[src/rtl/pc_sequencer.sv]
// ---------------------------------------------------------------------------
// pc_sequencer
//
// Multicycle fetch/update controller for the program_counter register.
// Each instruction walks FETCH -> ISSUE -> UPDATE: fetch the word at the
// current PC over a req/ack handshake, hold it for the control unit until
// execution finishes, then write the selected next PC with a one-cycle
// W_PC pulse. A fetch that never completes parks the block in ERROR and a
// halting instruction parks it in HALTED; only reset leaves either state.
//
// Ports
//   CLK            in   1   clock, rising edge
//   RST_N          in   1   asynchronous active-low reset
//   pc_cur         in   32  current PC from program_counter.out
//   pc_next        out  32  value for program_counter.in
//   W_PC           out  1   program_counter write enable (single-cycle pulse)
//   imem_req       out  1   instruction fetch request
//   imem_addr      out  32  fetch address (pc_cur during FETCH, else 0)
//   imem_ack       in   1   fetch complete, imem_rdata valid this cycle
//   imem_rdata     in   32  fetched instruction word
//   instr          out  32  registered instruction for the control unit
//   instr_valid    out  1   instr is awaiting execution
//   exec_done      in   1   control unit finished the current instruction
//   branch_taken   in   1   take branch_target (sampled with exec_done)
//   branch_target  in   32  branch destination
//   jump           in   1   take jump_target (sampled with exec_done)
//   jump_target    in   32  jump destination
//   halt           in   1   stop after this PC update (sampled with exec_done)
//   stall          in   1   hold the pending PC write while high
//   halted         out  1   sticky, HALTED state reached
//   fetch_err      out  1   sticky, fetch timed out
// ---------------------------------------------------------------------------
module pc_sequencer #(
    parameter logic [31:0] RESET_VECTOR = 32'h0000_0000,
    parameter logic [31:0] PC_STEP      = 32'd1,
    parameter int unsigned MEM_TIMEOUT  = 15
) (
    input  logic        CLK,
    input  logic        RST_N,
    input  logic [31:0] pc_cur,
    output logic [31:0] pc_next,
    output logic        W_PC,
    output logic        imem_req,
    output logic [31:0] imem_addr,
    input  logic        imem_ack,
    input  logic [31:0] imem_rdata,
    output logic [31:0] instr,
    output logic        instr_valid,
    input  logic        exec_done,
    input  logic        branch_taken,
    input  logic [31:0] branch_target,
    input  logic        jump,
    input  logic [31:0] jump_target,
    input  logic        halt,
    input  logic        stall,
    output logic        halted,
    output logic        fetch_err
);

    typedef enum logic [2:0] {
        ST_INIT,
        ST_FETCH,
        ST_ISSUE,
        ST_UPDATE,
        ST_HALTED,
        ST_ERROR
    } state_e;

    localparam logic [7:0] TIMEOUT_CNT = 8'(MEM_TIMEOUT);

    state_e      state_q, state_d;
    logic [7:0]  timeoutCnt_q, timeoutCnt_d;
    logic [31:0] instr_q, instr_d;
    logic        instrValid_q, instrValid_d;
    logic [31:0] nextPc_q, nextPc_d;
    logic        haltPend_q, haltPend_d;

    // State and datapath registers; reset drops any fetch in flight.
    always_ff @(posedge CLK or negedge RST_N) begin
        if (!RST_N) begin
            state_q      <= ST_INIT;
            timeoutCnt_q <= '0;
            instr_q      <= '0;
            instrValid_q <= 1'b0;
            nextPc_q     <= '0;
            haltPend_q   <= 1'b0;
        end else begin
            state_q      <= state_d;
            timeoutCnt_q <= timeoutCnt_d;
            instr_q      <= instr_d;
            instrValid_q <= instrValid_d;
            nextPc_q     <= nextPc_d;
            haltPend_q   <= haltPend_d;
        end
    end

    // Next-state logic. Inputs are only looked at in the state that owns
    // them, so stray acks, exec_done or stall elsewhere have no effect.
    always_comb begin
        state_d      = state_q;
        timeoutCnt_d = timeoutCnt_q;
        instr_d      = instr_q;
        instrValid_d = instrValid_q;
        nextPc_d     = nextPc_q;
        haltPend_d   = haltPend_q;
        unique case (state_q)
            ST_INIT: begin
                state_d = ST_FETCH;
            end
            ST_FETCH: begin
                if (imem_ack) begin
                    instr_d      = imem_rdata;
                    instrValid_d = 1'b1;
                    timeoutCnt_d = '0;
                    state_d      = ST_ISSUE;
                end else begin
                    // Count this ack-less cycle; the last allowed one ends the fetch.
                    timeoutCnt_d = timeoutCnt_q + 8'd1;
                    if (timeoutCnt_d == TIMEOUT_CNT) begin
                        state_d = ST_ERROR;
                    end
                end
            end
            ST_ISSUE: begin
                if (exec_done) begin
                    if (jump) begin
                        nextPc_d = jump_target;
                    end else if (branch_taken) begin
                        nextPc_d = branch_target;
                    end else begin
                        nextPc_d = pc_cur + PC_STEP;
                    end
                    haltPend_d   = halt;
                    instrValid_d = 1'b0;
                    state_d      = ST_UPDATE;
                end
            end
            ST_UPDATE: begin
                if (!stall) begin
                    state_d = haltPend_q ? ST_HALTED : ST_FETCH;
                end
            end
            ST_HALTED: begin
                state_d = ST_HALTED;
            end
            ST_ERROR: begin
                state_d = ST_ERROR;
            end
            default: begin
                state_d = ST_INIT;
            end
        endcase
    end

    // Output decode. The INIT write is qualified with RST_N so that no write
    // is requested while reset is held; stall gates the UPDATE write in the
    // same cycle so a stalled update never reaches program_counter.
    always_comb begin
        W_PC        = (RST_N && (state_q == ST_INIT)) ||
                      ((state_q == ST_UPDATE) && !stall);
        pc_next     = (state_q == ST_UPDATE) ? nextPc_q : RESET_VECTOR;
        imem_req    = (state_q == ST_FETCH);
        imem_addr   = (state_q == ST_FETCH) ? pc_cur : 32'h0;
        instr       = instr_q;
        instr_valid = instrValid_q;
        halted      = (state_q == ST_HALTED);
        fetch_err   = (state_q == ST_ERROR);
    end

endmodule

[config.mk]
export PLATFORM = sky130hd
export DESIGN_NAME = pc_sequencer
export DESIGN_NICKNAME = d
export VERILOG_FILES = /design/src/rtl/pc_sequencer.sv
export SDC_FILE = /design/constraint.sdc
export NUM_CORES = 1
export LEC_CHECK = 0
export CAP_MARGIN = 40
export CORE_ASPECT_RATIO = 1.5
export CORE_MARGIN = 2
export CORE_UTILIZATION = 26
export DETAILED_ROUTE_END_ITERATION = 10
export PLACE_DENSITY = 0.55
export SYNTH_ARGS = -nofsm -noshare
export SYNTH_HDL_FRONTEND = slang
export SYNTH_SLANG_ARGS = --single-unit
[constraint.sdc]
create_clock -name CLK -period 2.78 [get_ports CLK]
set_input_delay 0.556 -clock CLK [delete_from_list [all_inputs] [get_ports CLK]]
set_output_delay 0.556 -clock CLK [all_outputs]
set_load 0.05 [all_outputs]
---- Word level (Yosys, flattened, before mapping) ----
Cells that the tools add are included.
operators by class
  add/subtract/negate cells ............... 2
  equality and inequality tests ........... 10
  multiplexer cells ....................... 14
  reductions and logical operators ........ 10
operators by type and width
  operator               number
  $mux 32                4
  $add 32x1->32 const B  1
  $pmux 3 s6             1
  $mux 3                 5
  $add 8x1->8 const B    1
  $eq 8x4->1 const B     1
  $mux 8                 1
  $eq 3x2->1 const B     2
  $eq 3x3->1 const B     2
  $reduce_and 3->1       2
  $ne 2x2->1 const B     2
  $reduce_and 2->1       2
  $eq 3x1->1 const B     1
  $logic_not 3->1        1
  $ne 3x1->1 const B     1
  $logic_and 1x1->1      2
  $mux 1                 2
  $ne 2x1->1 const B     1
  $pmux 1 s2             1
  $reduce_bool 2->1      1
  $logic_not 1->1        1
  $logic_or 1x1->1       1
word-level totals
  bits in registers ....................... 77

---- Logic depth before layout (Yosys ltp) ----
Gate-level depths: netlist of the first run.
  depth after elaboration ................. 5
  depth in mapped cells ................... 9

---- Worst setup path after synthesis of the first run ----
No wires, ideal clock.
  kind .................................... register -> output
  from .................................... register state_q[1]
  to ...................................... output imem_addr[20]
  arrival ................................. 1.912 ns
  setup slack ............................. 0.312 ns
  stages on the path, launching flop included .. 7
  cell sequence ........................... dfrtp_1 clkbuf_1 nor2b_1 nand2b_1 inv_1 clkbuf_1 and2_1
between the ends
  cells in the longest elaborated chain, start to end .. 2
RTL lines
  what                    RTL line  source
  from (decl)             71        state_e state_q, state_d;
  from (signal assigned)  88        state_q <= state_d;
  $eq 3x1->1              -
  net imem_req            43        output logic imem_req,
  $mux 32                 163       imem_addr = (state_q == ST_FETCH) ? pc_cur : 32'h0;
  to (decl)               44        output logic [31:0] imem_addr,
The timed path passes the listed nets, and every way through them passes these cells.

---- Final worst setup path of the first run ----
  from .................................... register state_q[1]
  to ...................................... output halted
between the ends
  cells in the longest elaborated chain, start to end .. 1
RTL lines
  what        RTL line  source
  $eq 3x3->1  166       halted = (state_q == ST_HALTED);
  to (decl)   56        output logic halted,
Every way passes these cells.

==> Flow_metrics.wiki, run 1 <==
{| class="wikitable"
! Metric !! Value
|-
| Unrepaired setup endpoints after global routing || no
|-
| Number of nets at the end of the flow || 902
|-
| Data required time at the worst endpoint || between 2 and 2.5 ns
|-
| Relative max-transition margin || 0.5613
|-
| Final standard cell utilization of the core || 0.4735
|-
| Number of antenna violations at the first check in global routing || 0
|-
| Mapped Avg Cell Area || between 9 and 10 sq um
|-
| Crit path launch type || register
|-
| Worst hold-check slack || 0.2615 ns
|-
| Clock root cell || sky130_fd_sc_hd__clkbuf_16
|-
| Worst VDD drop || ~0.24 mV
|-
| Worst setup slack for register-to-register paths || just over 0.8 ns
|-
| R2R Path Start || state_q[1]
|-
| Share of cells above drive strength 1 || 0.2253
|-
| Number of cell instances on the worst register-to-register path || 7
|-
| Synth top area share || 0.4042
|-
| Buf/Inv on CP || 2
|-
| Final Hold Viols || 0
|-
| Synth Instances || 520
|-
| GRT met3 Usage || 0.04808
|-
| Final setup violating endpoints || 0
|-
| Number of diodes added for antenna fixing || 0
|-
| Number of synthesized register bits || 77
|-
| Dominant register cell in the synthesized netlist || sky130_fd_sc_hd__dfrtp_1
|-
| Highest clock rate || 389.0 MHz
|-
| Clock network latency to the later pin of the worst-skew pair || about 0.34 ns
|-
| Async set-or-reset flop fraction in the synthesized netlist || 1.000
|-
| Total via count after detailed routing || about 4900
|-
| Reported leakage power || between 3 and 4 nW
|-
| CTS tree || yes
|-
| Final estimated routing congestion in global placement || 0.8421
|-
| Final Total Pwr || 0.002795 W
|-
| Critical path, cell by cell || inv_1 > nand2_1 > nor2_1 > clkdlybuf4s50_1
|-
| Number of buffers created by CTS || 9
|-
| Crit path max-delay cell type || sky130_fd_sc_hd__clkdlybuf4s50_1
|-
| GRT Residual Overflow || 0
|-
| Clock slew at reported path FFs || approximately 0.06 ns
|-
| Initial Utilization || 0.2657
|-
| Ratio of final minimum period to clock period || 0.9246
|-
| Global route hottest layer || met2
|-
| Count of flip-flops with a built-in enable after synthesis || 0
|-
| Number of detailed-route iterations in the first pass || 4
|-
| Critical path arrival || between 2 and 2.5 ns
|-
| Synthesis-to-layout area growth || 78.22%
|-
| Number of setup buffers added after CTS || 0
|-
| Average wire per standard cell || 18.14 um
|-
| Worst-margin pin slew || 0.6581 ns
|-
| Wire length after detailed routing || approximately 18 mm
|-
| Cell taking the most area after synthesis || sky130_fd_sc_hd__dfrtp_1
|-
| GRT met2 Usage || 0.3453
|-
| Leading cell type by number of instances after synthesis || sky130_fd_sc_hd__dfrtp_1
|-
| Total negative slack || 0 ns
|-
| Die height || roughly 170 um
|-
| Post-CTS Resized || 0
|-
| Peak per-stage delay on the critical path || 0.82 ns
|-
| Endpoint kind of the worst setup timing path || output port
|-
| Cell family with the largest share of critical-path delay || buffers and inverters
|-
| Count of hold-fix buffers inserted at cts || 0
|-
| Sinks on the clock net || 77
|-
| Reg-to-reg endpoint || instr[7]
|-
| Power density over cell area || ~330 nW/um^2
|-
| Placement Rows || 60
|-
| Result of the run || complete, no violations
|-
| Global-route wire length before repair || around 28 mm
|-
| Top cells by instance count after synthesis || 77 x sky130_fd_sc_hd__dfrtp_1, 60 x sky130_fd_sc_hd__and2_1, 47 x sky130_fd_sc_hd__nor2_1
|-
| Critical path start-end classification || reg -> out
|-
| Via count of the first global-routing pass || 5095
|-
| Setup Skew || ~0.010 ns
|-
| H-tree depth || 3
|-
| Met1 layer usage reported by global route || 0.2007
|-
| Number of nets with antenna violations after detailed routing || 0
|-
| Iteration-0 DRC Markers || roughly 240
|-
| Post-DP HPWL || approximately 14 mm
|-
| Max-slew violations || 0
|-
| Detail-routed via count per cell || slightly below 5
|-
| Maximum number of pins on one net before global-route repair || 51
|-
| Cell area after synthesis || around 4800 sq um
|-
| Number of buffers on the longest clock path || 2
|-
| Total routing usage reported by global routing || 0.1854
|-
| Count of boundary I/O pins || between 200 and 250
|-
| Width of the die || between 100 and 150 um
|-
| Port Buf Inserts || around 240
|-
| Sequential area share after synthesis || 0.4042
|-
| Hold crit path type || in -> async
|-
| Largest fanout on the critical path || 9
|-
| Maxcap violations || 0
|-
| Core Region || ~18000 sq um
|-
| Distinct cell type count of the synthesized netlist || 51
|-
| Number of synthesis warnings || 0
|-
| Cell types with the largest area share after synthesis || sky130_fd_sc_hd__dfrtp_1 40%, sky130_fd_sc_hd__and2_1 7.9%, sky130_fd_sc_hd__mux2_2 7.8%, sky130_fd_sc_hd__xnor2_1 3.9%, sky130_fd_sc_hd__nor2_1 3.7%
|-
| DRC violations left || 0
|-
| Mapped Nets || 659
|-
| Overall die area || 19460 sq um
|-
| Crit path time final || 2.570 ns
|}
## placed cells by master, fill, tap and decap left out, types with 26 or more instances in the layout
| cell | synthesis | final |
|---|---|---|
| sky130_fd_sc_hd__clkdlybuf4s50_1 | 0 | 169 |
| sky130_fd_sc_hd__dfrtp_1 | 77 | 77 |
| sky130_fd_sc_hd__buf_12 | 0 | 67 |
| sky130_fd_sc_hd__and2_1 | 60 | 60 |
| sky130_fd_sc_hd__nor2_1 | 47 | 47 |
| sky130_fd_sc_hd__nand2_1 | 44 | 44 |
| sky130_fd_sc_hd__mux2_2 | 33 | 33 |
| sky130_fd_sc_hd__buf_4 | 0 | 33 |
| sky130_fd_sc_hd__a21oi_1 | 27 | 27 |
| sky130_fd_sc_hd__o21ai_0 | 26 | 26 |
## flip-flops by register name, indices dropped and copies added, names as in the netlist
signal        count
nextPc_q         32
haltPend_q        1
timeoutCnt_q      8
instr_valid       1
instr            32
state_q           3
## per-layer routing
| metal | wire length, um | vias to the layer above | share of wire |
|---|---|---|---|
| met4 | 300 | 0 | 0.017 |
| met5 | 0 | - | 0 |
| met3 | 1269 | 22 | 0.071 |
| met1 | 6562 | 2327 | 0.37 |
| li1 | - | 2332 | - |
| met2 | 9731 | 218 | 0.54 |
## power by group
part	internal (W)	switching (W)
Combinational	0.000222	0.000159
Clock	0.000791	0.000500
Sequential	0.00112	0.00000107
## worst register-to-register path: stages (launching register included)
cell,delay (ns)
sky130_fd_sc_hd__dfrtp_1,0.47
sky130_fd_sc_hd__nor2b_1,0.19
sky130_fd_sc_hd__nand2b_1,0.12
sky130_fd_sc_hd__inv_1,0.09
sky130_fd_sc_hd__buf_4,0.19
sky130_fd_sc_hd__and2_1,0.19
sky130_fd_sc_hd__buf_12,0.21
sky130_fd_sc_hd__mux2_2,0.39
## worst max path at each step
stage | startpoint | to | slack (ns) | depth (start not counted)
2_1_floorplan | state_q[1] | imem_addr[20] | 0.31 | 6
3_3_place_gp | pc_cur[5] | nextPc_q[28] | 0.09 | 7
3_5_place_dp | pc_cur[3] | nextPc_q[27] | -0.01 | 7
4_1_cts | state_q[1] | halted | 0.21 | 4
5_1_grt | state_q[1] | halted | 0.1 | 4
6_report | state_q[1] | halted | 0.21 | 4
## cells by family (layout without fill, tap and decap cells)
logic type	count (synthesis)	count (layout)	share of synthesized area
AO/OA/AOI/OAI	108	108	0.1522
XOR/XNOR	32	32	0.05879
adder cells (fa/ha/maj)	3	3	0.007875
buffers and inverters	48	296	0.04199
flip-flops	77	77	0.4042
multiplexers	39	39	0.09055
AND/OR/NAND/NOR	213	213	0.2444
## per-stage QoR
step                      area [sq um]  setup slack, ns  cells
after floorplan                   4767           0.3121    520
after global placement            8164          0.09135    968
after detailed placement          8172         -0.01371    969
after CTS                         8496           0.2074    985
after global routing              8496          0.09715    985
final                             8496           0.2096    985
## layout make-up
type | instances | area (sq um)
Sequential cell | 77 | 1927
Clock inverter | 7 | 98.84
Clock buffer | 9 | 225.2
Multi-Input combinational cell | 395 | 2651
Timing Repair Buffer | 269 | 3281
Fill cell | 1722 | 9447
Tap cell | 217 | 271.5
Inverter | 11 | 41.29
Power figures use the tool's default switching activity.
==> run 2, diff against run 1 <==
- clock period: 2.78 -> 3.2 ns (I/O delays scaled with it)
==> run 2 against run 1 <==
  * Worst setup slack improved by 0.037 ns
  * Power decreased by 13%
  * Clock skew down 0.0016 ns
  * Via count fell by 1.3%
  * Sequential cell count unchanged
  * Wire length up 1.2%
  * Design area shrank 5.0%
  * Sequential share of layout area up 1.2 points
  * Final cell count fell by 1.3%
  * Critical path depth up 3
  * Die area did not move
  * Critical path type unchanged
  * Critical endpoint is now imem_addr[15]
  * Largest cell class unchanged
==> Flow_metrics.wiki, run 2 (synthesis gave the netlist of run 1 again) <==
{| class="wikitable"
! Metric !! Value
|-
| Clock root cell || sky130_fd_sc_hd__clkbuf_16
|-
| Buf/Inv on CP || 4
|-
| Initial Utilization || 0.2657
|-
| Detail-routed via count per cell || between 4 and 5
|-
| Die height || around 170 um
|-
| Final-layout fill cell count || 1743
|-
| Average wire per standard cell || about 19 um
|-
| Count of hold-fix buffers inserted at cts || 0
|-
| Worst setup slack for register-to-register paths || between 0.5 and 0.6 ns
|-
| Maxcap violations || 0
|-
| Data required time at the worst endpoint || about 2.6 ns
|-
| Worst VDD drop || 0.1687 mV
|-
| Number of nets at the end of the flow || 889
|-
| Sinks on the clock net || 77
|-
| Overall die area || 19460 sq um
|-
| Highest clock rate || between 300 and 400 MHz
|-
| CTS tree || yes
|-
| Critical path, cell by cell || nor2b_1 > nand2b_1 > buf_4 > inv_1 > buf_4 > and2_1 > buf_12
|-
| Number of cell instances on the worst register-to-register path || 8
|-
| Total routing usage reported by global routing || 0.1852
|-
| Number of buffers created by CTS || 9
|-
| Cell family with the largest share of critical-path delay || buffers and inverters
|-
| Hold crit path type || in -> async
|-
| Most common library cell in the layout ignoring fill and taps || sky130_fd_sc_hd__clkdlybuf4s50_1
|-
| DRC violations left || 0
|-
| Final setup violating endpoints || 0
|-
| Reported leakage power || approximately 3.4 nW
|-
| Crit path max-delay cell type || sky130_fd_sc_hd__dfrtp_1
|-
| Sequential cell area || 1927 sq um
|-
| Core Region || between 15000 and 20000 sq um
|-
| Top library cells by usage in the layout, fill and taps aside || 171 x sky130_fd_sc_hd__clkdlybuf4s50_1, 77 x sky130_fd_sc_hd__dfrtp_1, 60 x sky130_fd_sc_hd__and2_1
|-
| Number of setup buffers added after CTS || 0
|-
| Clock slew at reported path FFs || around 0.06 ns
|-
| Number of buffers on the longest clock path || 2
|-
| Multi-input gate area || around 2700 sq um
|-
| Global-route wire length before repair || approximately 28 mm
|-
| Final estimated routing congestion in global placement || roughly 0.87
|-
| Final Hold Viols || 0
|-
| Crit path time final || ~3.0 ns
|-
| Placement Rows || 60
|-
| Number of nets with antenna violations after detailed routing || 0
|-
| Post-DP HPWL || roughly 14 mm
|-
| Synthesis-to-layout area growth || 69.34%
|-
| Number of diodes added for antenna fixing || 0
|-
| Number of antenna violations at the first check in global routing || 0
|-
| Worst-margin pin slew || 0.6199 ns
|-
| Port Buf Inserts || 236
|-
| Final standard cell utilization of the core || 0.4499
|-
| Endpoint kind of the worst setup timing path || output port
|-
| Reg-to-reg endpoint || instr[26]
|-
| Iteration-0 DRC Markers || 213
|-
| Maximum number of pins on one net before global-route repair || 49
|-
| Max-slew violations || 0
|-
| Total via count after detailed routing || slightly below 5000
|-
| Unrepaired setup endpoints after global routing || no
|-
| Total negative slack || 0 ns
|-
| Peak per-stage delay on the critical path || between 0.4 and 0.5 ns
|-
| Count of boundary I/O pins || between 200 and 250
|-
| R2R Path Start || state_q[1]
|-
| Critical path arrival || roughly 2.3 ns
|-
| Critical Path Most Common Cell || sky130_fd_sc_hd__buf_4
|-
| Width of the die || roughly 110 um
|-
| Wire length after detailed routing || 18.07 mm
|-
| Share of cells above drive strength 1 || 0.2093
|-
| Power density over cell area || 302.8 nW/um^2
|-
| Setup Skew || roughly 0.0087 ns
|-
| Critical path start-end classification || reg -> out
|-
| Relative max-transition margin || 0.5867
|-
| Ratio of final minimum period to clock period || 0.9230
|-
| Crit path launch type || register
|-
| Worst hold-check slack || 0.2446 ns
|-
| Via count of the first global-routing pass || 5089
|-
| GRT Residual Overflow || 0
|-
| Post-CTS Resized || 0
|-
| Clock network latency to the later pin of the worst-skew pair || 0.34 ns
|-
| Number of detailed-route iterations in the first pass || 5
|-
| H-tree depth || 3
|-
| Result of the run || complete, no violations
|-
| Largest fanout on the critical path || 31
|}
==> run 2: layer usage <==
metal	GRT usage	up-vias	routed length, um
met5	0	-	0
li1	-	2300	-
met4	0.06575	0	465
met3	0.04380	29	1293
met2	0.3375	213	9581
met1	0.2075	2291	6731
==> run 2: layout make-up <==
type	instances	share of cell area
clock buffer	10	0.02960
clock inverter	6	0.01147
inverter	11	0.005115
multi-input combinational	395	0.3284
sequential	77	0.2387
tap	217	0.03363
timing repair buffer	256	0.3531
==> run 2: where the power goes <==
group          switching (W)  leakage, nW  internal (W)
Clock               0.000436        0.156      0.000710
Sequential        0.00000103         1.03      0.000974
Combinational       0.000138         2.27      0.000185
Total               0.000575         3.45       0.00187
==> run 2: how the worst max path moves through the flow <==
stage | cells past startpoint | from | end | slack (ns)
after floorplan | 6 | state_q[1] | imem_addr[20] | 0.65
after global placement | 7 | pc_cur[8] | nextPc_q[24] | 0.29
after detailed placement | 7 | pc_cur[8] | nextPc_q[28] | 0.25
after CTS | 7 | state_q[1] | imem_addr[15] | 0.23
after global routing | 7 | state_q[1] | imem_addr[8] | 0.08
final | 7 | state_q[1] | imem_addr[15] | 0.25
==> run 2: worst reg2reg max path: cells and delay by family, from the launching register on <==
| family | cells | cell delay [ns] |
|---|---|---|
| AND/OR/NAND/NOR | 3 | 0.67 |
| multiplexers | 1 | 0.42 |
| flip-flops | 1 | 0.48 |
| buffers and inverters | 4 | 1.01 |
==> run 2: through the flow <==
step / cell area, sq um / total power (W) / setup WS, ns / instances
global placement: 7734 / 0.001313 / 0.2907 / 955
finish: 8073 / 0.002444 / 0.2465 / 972
CTS: 8073 / 0.002474 / 0.2327 / 972
global route: 8073 / 0.002548 / 0.07556 / 972
floorplan: 4767 / 0.001070 / 0.6481 / 520
detailed placement: 7741 / 0.001316 / 0.2495 / 956
